File: src/rtl/apb_master_bridge.sv
// apb_master_bridge: single-outstanding APB requester.
// Takes one command on the cmd channel, runs the SETUP and ACCESS phases
// (waiting on PREADY), and returns read data / error status on the rsp channel.
// A wait-state watchdog aborts an ACCESS phase that a hung slave never completes.
//
// Handshake rule for both cmd and rsp channels: a transfer happens on a rising
// PCLK edge where valid and ready are both high. The producer holds valid and its
// payload stable until that edge. The consumer may change ready at any time.
module apb_master_bridge #(
   parameter int DATA_WIDTH     = 32,
   parameter int ADDR_WIDTH     = 32,
   parameter int TIMEOUT_CYCLES = 16
) (
   input  logic                  PCLK,
   input  logic                  PRESETn,
   // command channel
   input  logic                  cmd_valid,
   output logic                  cmd_ready,
   input  logic [ADDR_WIDTH-1:0] cmd_addr,
   input  logic                  cmd_write,
   input  logic [DATA_WIDTH-1:0] cmd_wdata,
   // response channel
   output logic                  rsp_valid,
   input  logic                  rsp_ready,
   output logic [DATA_WIDTH-1:0] rsp_rdata,
   output logic                  rsp_err,
   output logic                  rsp_timeout,
   // APB requester pins
   output logic                  PSELx,
   output logic                  PENABLE,
   output logic [ADDR_WIDTH-1:0] PADDR,
   output logic                  PWRITE,
   output logic [DATA_WIDTH-1:0] PWDATA,
   input  logic                  PREADY,
   input  logic [DATA_WIDTH-1:0] PRDATA,
   input  logic                  PSLVERR,
   // FSM state for observation (IDLE=0, SETUP=1, ACCESS=2, RESP=3)
   output logic [1:0]            dbg_state
);

   // Counter must hold TIMEOUT_CYCLES; keep at least one bit when the watchdog is off.
   localparam int CW = (TIMEOUT_CYCLES > 0) ? $clog2(TIMEOUT_CYCLES + 1) : 1;
   localparam logic [CW-1:0] CNT_MAX   = (TIMEOUT_CYCLES > 0) ? CW'(TIMEOUT_CYCLES) : '0;
   localparam logic [CW-1:0] LAST_WAIT = (TIMEOUT_CYCLES > 0) ? CW'(TIMEOUT_CYCLES - 1) : '0;

   typedef enum logic [1:0] {
      IDLE   = 2'd0,
      SETUP  = 2'd1,
      ACCESS = 2'd2,
      RESP   = 2'd3
   } state_t;

   state_t                state, state_nxt;
   logic [CW-1:0]         wait_cnt, wait_cnt_nxt;
   logic                  psel_nxt, penable_nxt, pwrite_nxt;
   logic [ADDR_WIDTH-1:0] paddr_nxt;
   logic [DATA_WIDTH-1:0] pwdata_nxt;
   logic                  rsp_valid_nxt, rsp_err_nxt, rsp_timeout_nxt;
   logic [DATA_WIDTH-1:0] rsp_rdata_nxt;
   logic                  timeout_hit;

   // The current ACCESS cycle is the last PREADY-low cycle the watchdog tolerates.
   assign timeout_hit = (TIMEOUT_CYCLES > 0) && (wait_cnt == LAST_WAIT);

   // Commands are only taken in IDLE, and never while reset is asserted.
   assign cmd_ready = (state == IDLE) && PRESETn;
   assign dbg_state = state;

   // State and output registers; reset discards any transfer in flight.
   always_ff @(posedge PCLK) begin
      if (!PRESETn) begin
         state       <= IDLE;
         wait_cnt    <= '0;
         PSELx       <= 1'b0;
         PENABLE     <= 1'b0;
         PADDR       <= '0;
         PWRITE      <= 1'b0;
         PWDATA      <= '0;
         rsp_valid   <= 1'b0;
         rsp_rdata   <= '0;
         rsp_err     <= 1'b0;
         rsp_timeout <= 1'b0;
      end else begin
         state       <= state_nxt;
         wait_cnt    <= wait_cnt_nxt;
         PSELx       <= psel_nxt;
         PENABLE     <= penable_nxt;
         PADDR       <= paddr_nxt;
         PWRITE      <= pwrite_nxt;
         PWDATA      <= pwdata_nxt;
         rsp_valid   <= rsp_valid_nxt;
         rsp_rdata   <= rsp_rdata_nxt;
         rsp_err     <= rsp_err_nxt;
         rsp_timeout <= rsp_timeout_nxt;
      end
   end

   // Next-state selection.
   always_comb begin
      state_nxt = state;
      unique case (state)
         IDLE:    if (cmd_valid) state_nxt = SETUP;
         SETUP:   state_nxt = ACCESS;
         ACCESS:  if (PREADY || timeout_hit) state_nxt = RESP;
         RESP:    if (rsp_ready) state_nxt = IDLE;
         default: state_nxt = IDLE;
      endcase
   end

   // Next values of the registered outputs; anything not assigned holds.
   always_comb begin
      wait_cnt_nxt    = wait_cnt;
      psel_nxt        = PSELx;
      penable_nxt     = PENABLE;
      paddr_nxt       = PADDR;
      pwrite_nxt      = PWRITE;
      pwdata_nxt      = PWDATA;
      rsp_valid_nxt   = rsp_valid;
      rsp_rdata_nxt   = rsp_rdata;
      rsp_err_nxt     = rsp_err;
      rsp_timeout_nxt = rsp_timeout;
      unique case (state)
         IDLE: begin
            penable_nxt = 1'b0;
            if (cmd_valid) begin
               psel_nxt   = 1'b1;
               paddr_nxt  = cmd_addr;
               pwrite_nxt = cmd_write;
               pwdata_nxt = cmd_wdata;
            end else begin
               psel_nxt = 1'b0;
            end
         end
         SETUP: begin
            penable_nxt  = 1'b1;
            wait_cnt_nxt = '0;
         end
         ACCESS: begin
            if (PREADY) begin
               // Slave completion wins over a watchdog expiring in the same cycle.
               psel_nxt        = 1'b0;
               penable_nxt     = 1'b0;
               rsp_valid_nxt   = 1'b1;
               rsp_rdata_nxt   = PWRITE ? '0 : PRDATA;
               rsp_err_nxt     = PSLVERR;
               rsp_timeout_nxt = 1'b0;
            end else if (timeout_hit) begin
               psel_nxt        = 1'b0;
               penable_nxt     = 1'b0;
               rsp_valid_nxt   = 1'b1;
               rsp_rdata_nxt   = '0;
               rsp_err_nxt     = 1'b1;
               rsp_timeout_nxt = 1'b1;
            end else if (wait_cnt != CNT_MAX) begin
               wait_cnt_nxt = wait_cnt + CW'(1);
            end
         end
         RESP: begin
            if (rsp_ready) rsp_valid_nxt = 1'b0;
         end
         default: begin
            psel_nxt    = 1'b0;
            penable_nxt = 1'b0;
         end
      endcase
   end

endmodule
File: config.mk
export PLATFORM = sky130hd
export DESIGN_NAME = apb_master_bridge
export DESIGN_NICKNAME = d
export VERILOG_FILES = /design/src/rtl/apb_master_bridge.sv
export SDC_FILE = /design/constraint.sdc
export NUM_CORES = 1
export LEC_CHECK = 0
export ABC_AREA = 1
export BUFFER_PORTS_ARGS = -buffer_cell sky130_fd_sc_hd__buf_2
export CAP_MARGIN = 20
export CORE_MARGIN = 10
export CORE_UTILIZATION = 49
export DETAILED_ROUTE_END_ITERATION = 12
export PLACE_DENSITY_LB_ADDON = 0.08
export SYNTH_ARGS = -nofsm -noshare
export SYNTH_HDL_FRONTEND = slang
export SYNTH_SLANG_ARGS = --single-unit
File: constraint.sdc
create_clock -name PCLK -period 2.4 [get_ports PCLK]
set_clock_uncertainty 0.1 [all_clocks]
set_input_delay 0 -clock PCLK [delete_from_list [all_inputs] [get_ports PCLK]]
set_output_delay 0 -clock PCLK [all_outputs]
set_load 0.02 [all_outputs]
# After elaboration in Yosys (flattened, before gate mapping)
# Index checks and enable logic that the tools add are counted.
# word_totals
regBits	109
latch_bits	0
mem_bits_rw	0
romBits	0
input_bits	103
output_inout_bits	105
n_memories	0
# classes
n_addsub	1
multipliers	0
n_div	0
order_cmp	0
n_eq_ne	12
n_shift	0
n_mux	22
bitwise_logic	0
n_reduce_logical	15
# op_table
cell	count
2-to-1 mux 32 bit	3
2-to-1 mux 5 bit	3
inequality test 2 bit (second input constant)	6
one-hot mux 5 bit (2 select lines)	1
2-to-1 mux 1 bit	8
one-hot mux 2 bit (4 select lines)	1
AND reduction 2 bit	4
nonzero test 2 bit	4
2-to-1 mux 2 bit	3
AND reduction 3 bit	2
adder 5 x 1 -> 5 bit (second input constant)	1
== test 5 x 4 -> 1 bit (second input constant)	1
inequality test 5 bit (second input constant)	1
== test 2 bit (second input constant)	2
one-hot mux 1 bit (2 select lines)	2
AND reduction 4 bit	1
inequality test 3 bit (second input constant)	1
one-hot mux 1 bit (3 select lines)	1
nonzero test 3 bit	1
== test 2 x 1 -> 1 bit (second input constant)	1
zero test 2 bit	1
logical AND 1 bit	1
logical OR 1 bit	1

# Depth between registers and ports, before layout
# depth
ltp_word	5
ltp_mapped	10
ltp_nobuf	10

# Least setup slack after synthesis
# OpenSTA, ideal clock, no wires.
# synth_path
path_type	reg-to-reg
start	reg state[0], in the netlist dbg_state[0]
end	reg PWDATA[28]
setup_time_ps	64
arrival_time_ps	1493
required_ps	2236
path_slack_ps	743
stages_incl_launch_ff	8
n_path_buf	2
synth_period_minus_slack_ps	1657
cell_sequence	dfxtp_1 -> inv_1 -> ha_1 -> nand2_1 -> buf_4 -> clkbuf_1 -> o21ai_0 -> nor2_1
# synth_between
elab_chain_len	2
# synth_lines
item	line_no	text
from (decl)	53	state_t state, state_nxt;
from (signal assigned)	84	state <= state_nxt;
zero test 2 bit	122	unique case (state)
AND reduction 2 bit (no line)	n/a	
to (signal assigned)	90	PWDATA <= pwdata_nxt;
to (decl)	33	output logic [DATA_WIDTH-1:0] PWDATA,
# Every way passes these cells.
# A chain may end at the register's enable or synchronous reset.

# Worst setup path after layout
# layout_path
start	reg wait_cnt[0]
end	reg rsp_err
# layout_between
elab_chain_len	3
# layout_lines
item	line_no	text
from (decl)	54	logic [CW-1:0] wait_cnt, wait_cnt_nxt;
from (signal assigned)	85	wait_cnt <= wait_cnt_nxt;
== test 5 x 4 -> 1 bit	63	assign timeout_hit = (TIMEOUT_CYCLES > 0) && (wait_cnt == LAST_WAIT);
nonzero test 2 bit (no line)	n/a	
AND reduction 2 bit (no line)	n/a	
to (signal assigned)	93	rsp_err <= rsp_err_nxt;
to (decl)	26	output logic rsp_err,
# Every way passes these cells.

==> summary.md <==
| Metric | Value |
|---|---|
| Outcome | finished, final reports clean |
| Final Hold Violating Endpoints | 0 |
| CP Launch Type | flop |
| Initial antenna violation count | 2 |
| Detailed Place HPWL | 8700 um |
| Crit path max fanout | 6 |
| Core Util, Final | 0.777 |
| Crit path kind | flop to flop |
| Global route overflow | 0 |
| Syn_nets | 634 |
| Setup TNS | 0 ns |
| Post-Synth Simple-Gate Area | 0.237 |
| Largest area contributor in the synthesized netlist | dfxtp_1 |
| Most used routing layer | met2 |
| XOR/XNOR share of the synthesized area | 0 |
| Setup crit start | wait_cnt[0]$_SDFFE_PN0P_ |
| Initial Utilization | 0.500 |
| Combinational share of power | 0.395 |
| Main combinational cell family by area after synthesis | simple AND/OR/NAND/NOR gates |
| Number of synthesized flops with an enable pin | 0 |
| 1st-pass router iterations | 4 |
| Max_cap viols | 0 |
| CTS tree | yes |
| P_int | 3420 uW |
| Count leader, synth | nor2_1 |
| Die Width | 111 um |
| Main synth FF type | dfxtp_1 |
| Post-synthesis adder-cell area fraction | 0.0246 |
| R2R Path Start | wait_cnt[0]$_SDFFE_PN0P_ |
| DRT iter0 DRCs | 269 |
| Maximum vdd drop | 0.579 mV |
| CTS buffer count | 9 |
| RSZ-0062 raised after global routing | no |
| Rows | 33 |
| Clock power frac | 0.177 |
| Synth Area in Compound Gates | 0.143 |
| Avg Cell Area, Syn | 7.78 um2 |
| Sequential-to-total area share from yosys stat | 0.536 |
| Number of H-tree levels | 3 |
| GR met3 Demand/Resource | 0.0969 |
| Seq cells post-synth | 109 |
| # setup viols final | 0 |
| Top-Level Pins | 208 |
| CTS root buffer | clkbuf_8 |
| Nets@finish | 928 |
| Ys async rst share | 0 |
| Lkg Pwr | 0.00300 uW |
| P_sw | 2270 uW |
| Syn Inst Count | 523 |
| Synth warn | 0 |
| Largest cells by area after synthesis | dfxtp_1, nor2_1, nand2_1 |
| CTS Buffer Depth | 2 |
| Vias per Instance | 4.81 |
| GRT met1 Usage | 0.241 |
| Fmax | 483 MHz |
| Vias | 4464 |
| Period utilization | 0.862 |
| Area grow syn2layout | 55.4% |
| Worst-Margin Slew | 0.600 ns |
| Clock slew seen by the registers of the worst setup and hold paths | 0.10 ns |
| Crit path DAT | 2.26 ns |
| Post-Place Setup Slack | 0.374 ns |
| DR DRC count | 0 |
| Final setup margin | 0.331 ns |
| Share of power burned in registers | 0.428 |
| Pwr dens | 901 nW/um2 |
| Drt wl/cell | 15.2 um |
| Port buffer count | 207 |
| Height of the die | 111 um |
| GR met2 Demand/Resource | 0.357 |
| Vias in the first global route | 4550 |
| Synthesized cell area | 4070 um2 |
| Resize count post-CTS | 0 |
| Mux contribution to synthesized area | 0 |
| Synth top area share | 0.536 |
| Switching Fraction | 0.399 |
| Final Wtd Congestion | 0.807 |
| Hold Path Class | input port to flop |
| Worst Setup End Kind | flop |
| Most frequent cells after synthesis | nor2_1, dfxtp_1, nand2_1 |
| Distinct cells, synth | 24 |
| Clk sinks | 109 |
| Final ANT Viol Nets | 0 |
| Min Hold Slack | 0.0689 ns |
| First-pass GRT wire length | 22900 um |
| Slew Viols, Final | 0 |
| Die footprint | 12300 um2 |
| Largest net degree at the start of global routing | 70 |
| GRT Overall Usage | 0.219 |
| Worst hold start | PRESETn |
| Share of cells above drive strength 1 | 0.297 |
| Relative slew slack | 0.600 |
| Fin crit period | 2.07 ns |
| Worst skew pair latency | 0.36 ns |
| Core ar. | 8130 um2 |
| WP data required | 2.59 ns |
| Drt total wl | 14100 um |
## final cells by class
cell class                 instances  area [um2]
tap                              105         131
multi-input combinational        365        1650
timing repair buffer             314        2110
fill                             577        1810
antenna                            2        5.00
clock buffer                      12         145
clock inverter                     4        32.5
inverter                          18        67.6
sequential                       109        2180
## power by group through the flow
stage	Sequential, uW	Combinational, uW	Clock [uW]
after floorplan	2970	877	0
after global placement	2440	2050	0
after detailed placement	2460	2090	0
after CTS	2420	2220	1040
after global routing	2490	2480	1120
final	2440	2250	1010
## routing by layer
metal | vias to the layer above | wire length, um
li1 | 2253 | -
met1 | 1997 | 5470
met2 | 184 | 6750
met3 | 30 | 1500
met4 | 0 | 392
met5 | - | 0
## kinds of logic after synthesis
| group | Yosys count |
|---|---|
| DFF | 109 |
| buffers and inverters | 49 |
| and+or+nand+nor | 246 |
| AOI/OAI and AO/OA | 111 |
| adders and majority gates | 8 |
## registers in the layout, indices dropped and copies added, names as in the netlist, 2 cells and up
name / count
dbg_state: 2
rsp_rdata: 32
wait_cnt: 5
PADDR: 32
PWDATA: 32
## layout by cell type (no fill, tap or decap), drive strengths merged, types with 2 or more instances in the layout
cell type,netlist,layout
buf,14,212
nor2,143,143
dfxtp,109,109
dlygate4sd3,0,102
nand2,90,90
o21ai,67,67
a21oi,42,42
inv,18,19
clkbuf,17,12
nand3,8,8
ha,8,8
diode,0,2
or2,2,2
nand4,2,2
clkinvlp,0,2
## path summary, 6_finish.rpt
kind              slack, ns                    endpoint  cells past startpoint
setup / recovery       0.33        rsp_err$_SDFFE_PN0P_                      9
hold reg to reg        0.36  rsp_rdata[15]$_SDFFE_PN0P_                      2
hold / removal         0.07  rsp_rdata[22]$_SDFFE_PN0P_                      3
setup reg to reg       0.33        rsp_err$_SDFFE_PN0P_                      9
## critical path, stage by stage (launching register included)
cell and delay, ns:
dfxtp_1 0.42, ha_1 0.19, nand2_1 0.07, nor2_1 0.09, ha_1 0.21, nor2_1 0.08
nor2_2 0.14, o22ai_1 0.08, dlygate4sd3_1 0.55, nor2_1 0.08
## through the flow
step / power, uW / cells / instance area (um2)
5_1_grt: 6080 / 929 / 6320
6_report: 5700 / 929 / 6320
4_1_cts: 5690 / 925 / 6280
3_5_place_dp: 4550 / 808 / 5100
2_1_floorplan: 3850 / 523 / 4070
3_3_place_gp: 4490 / 808 / 5100
## what timing repair did
action | in CTS | in global routing
hold buffers | 101 | 1
hold endpoints to repair | 101 | 3
setup buffers | 0 | 0
(Power assumes the default switching activity.)
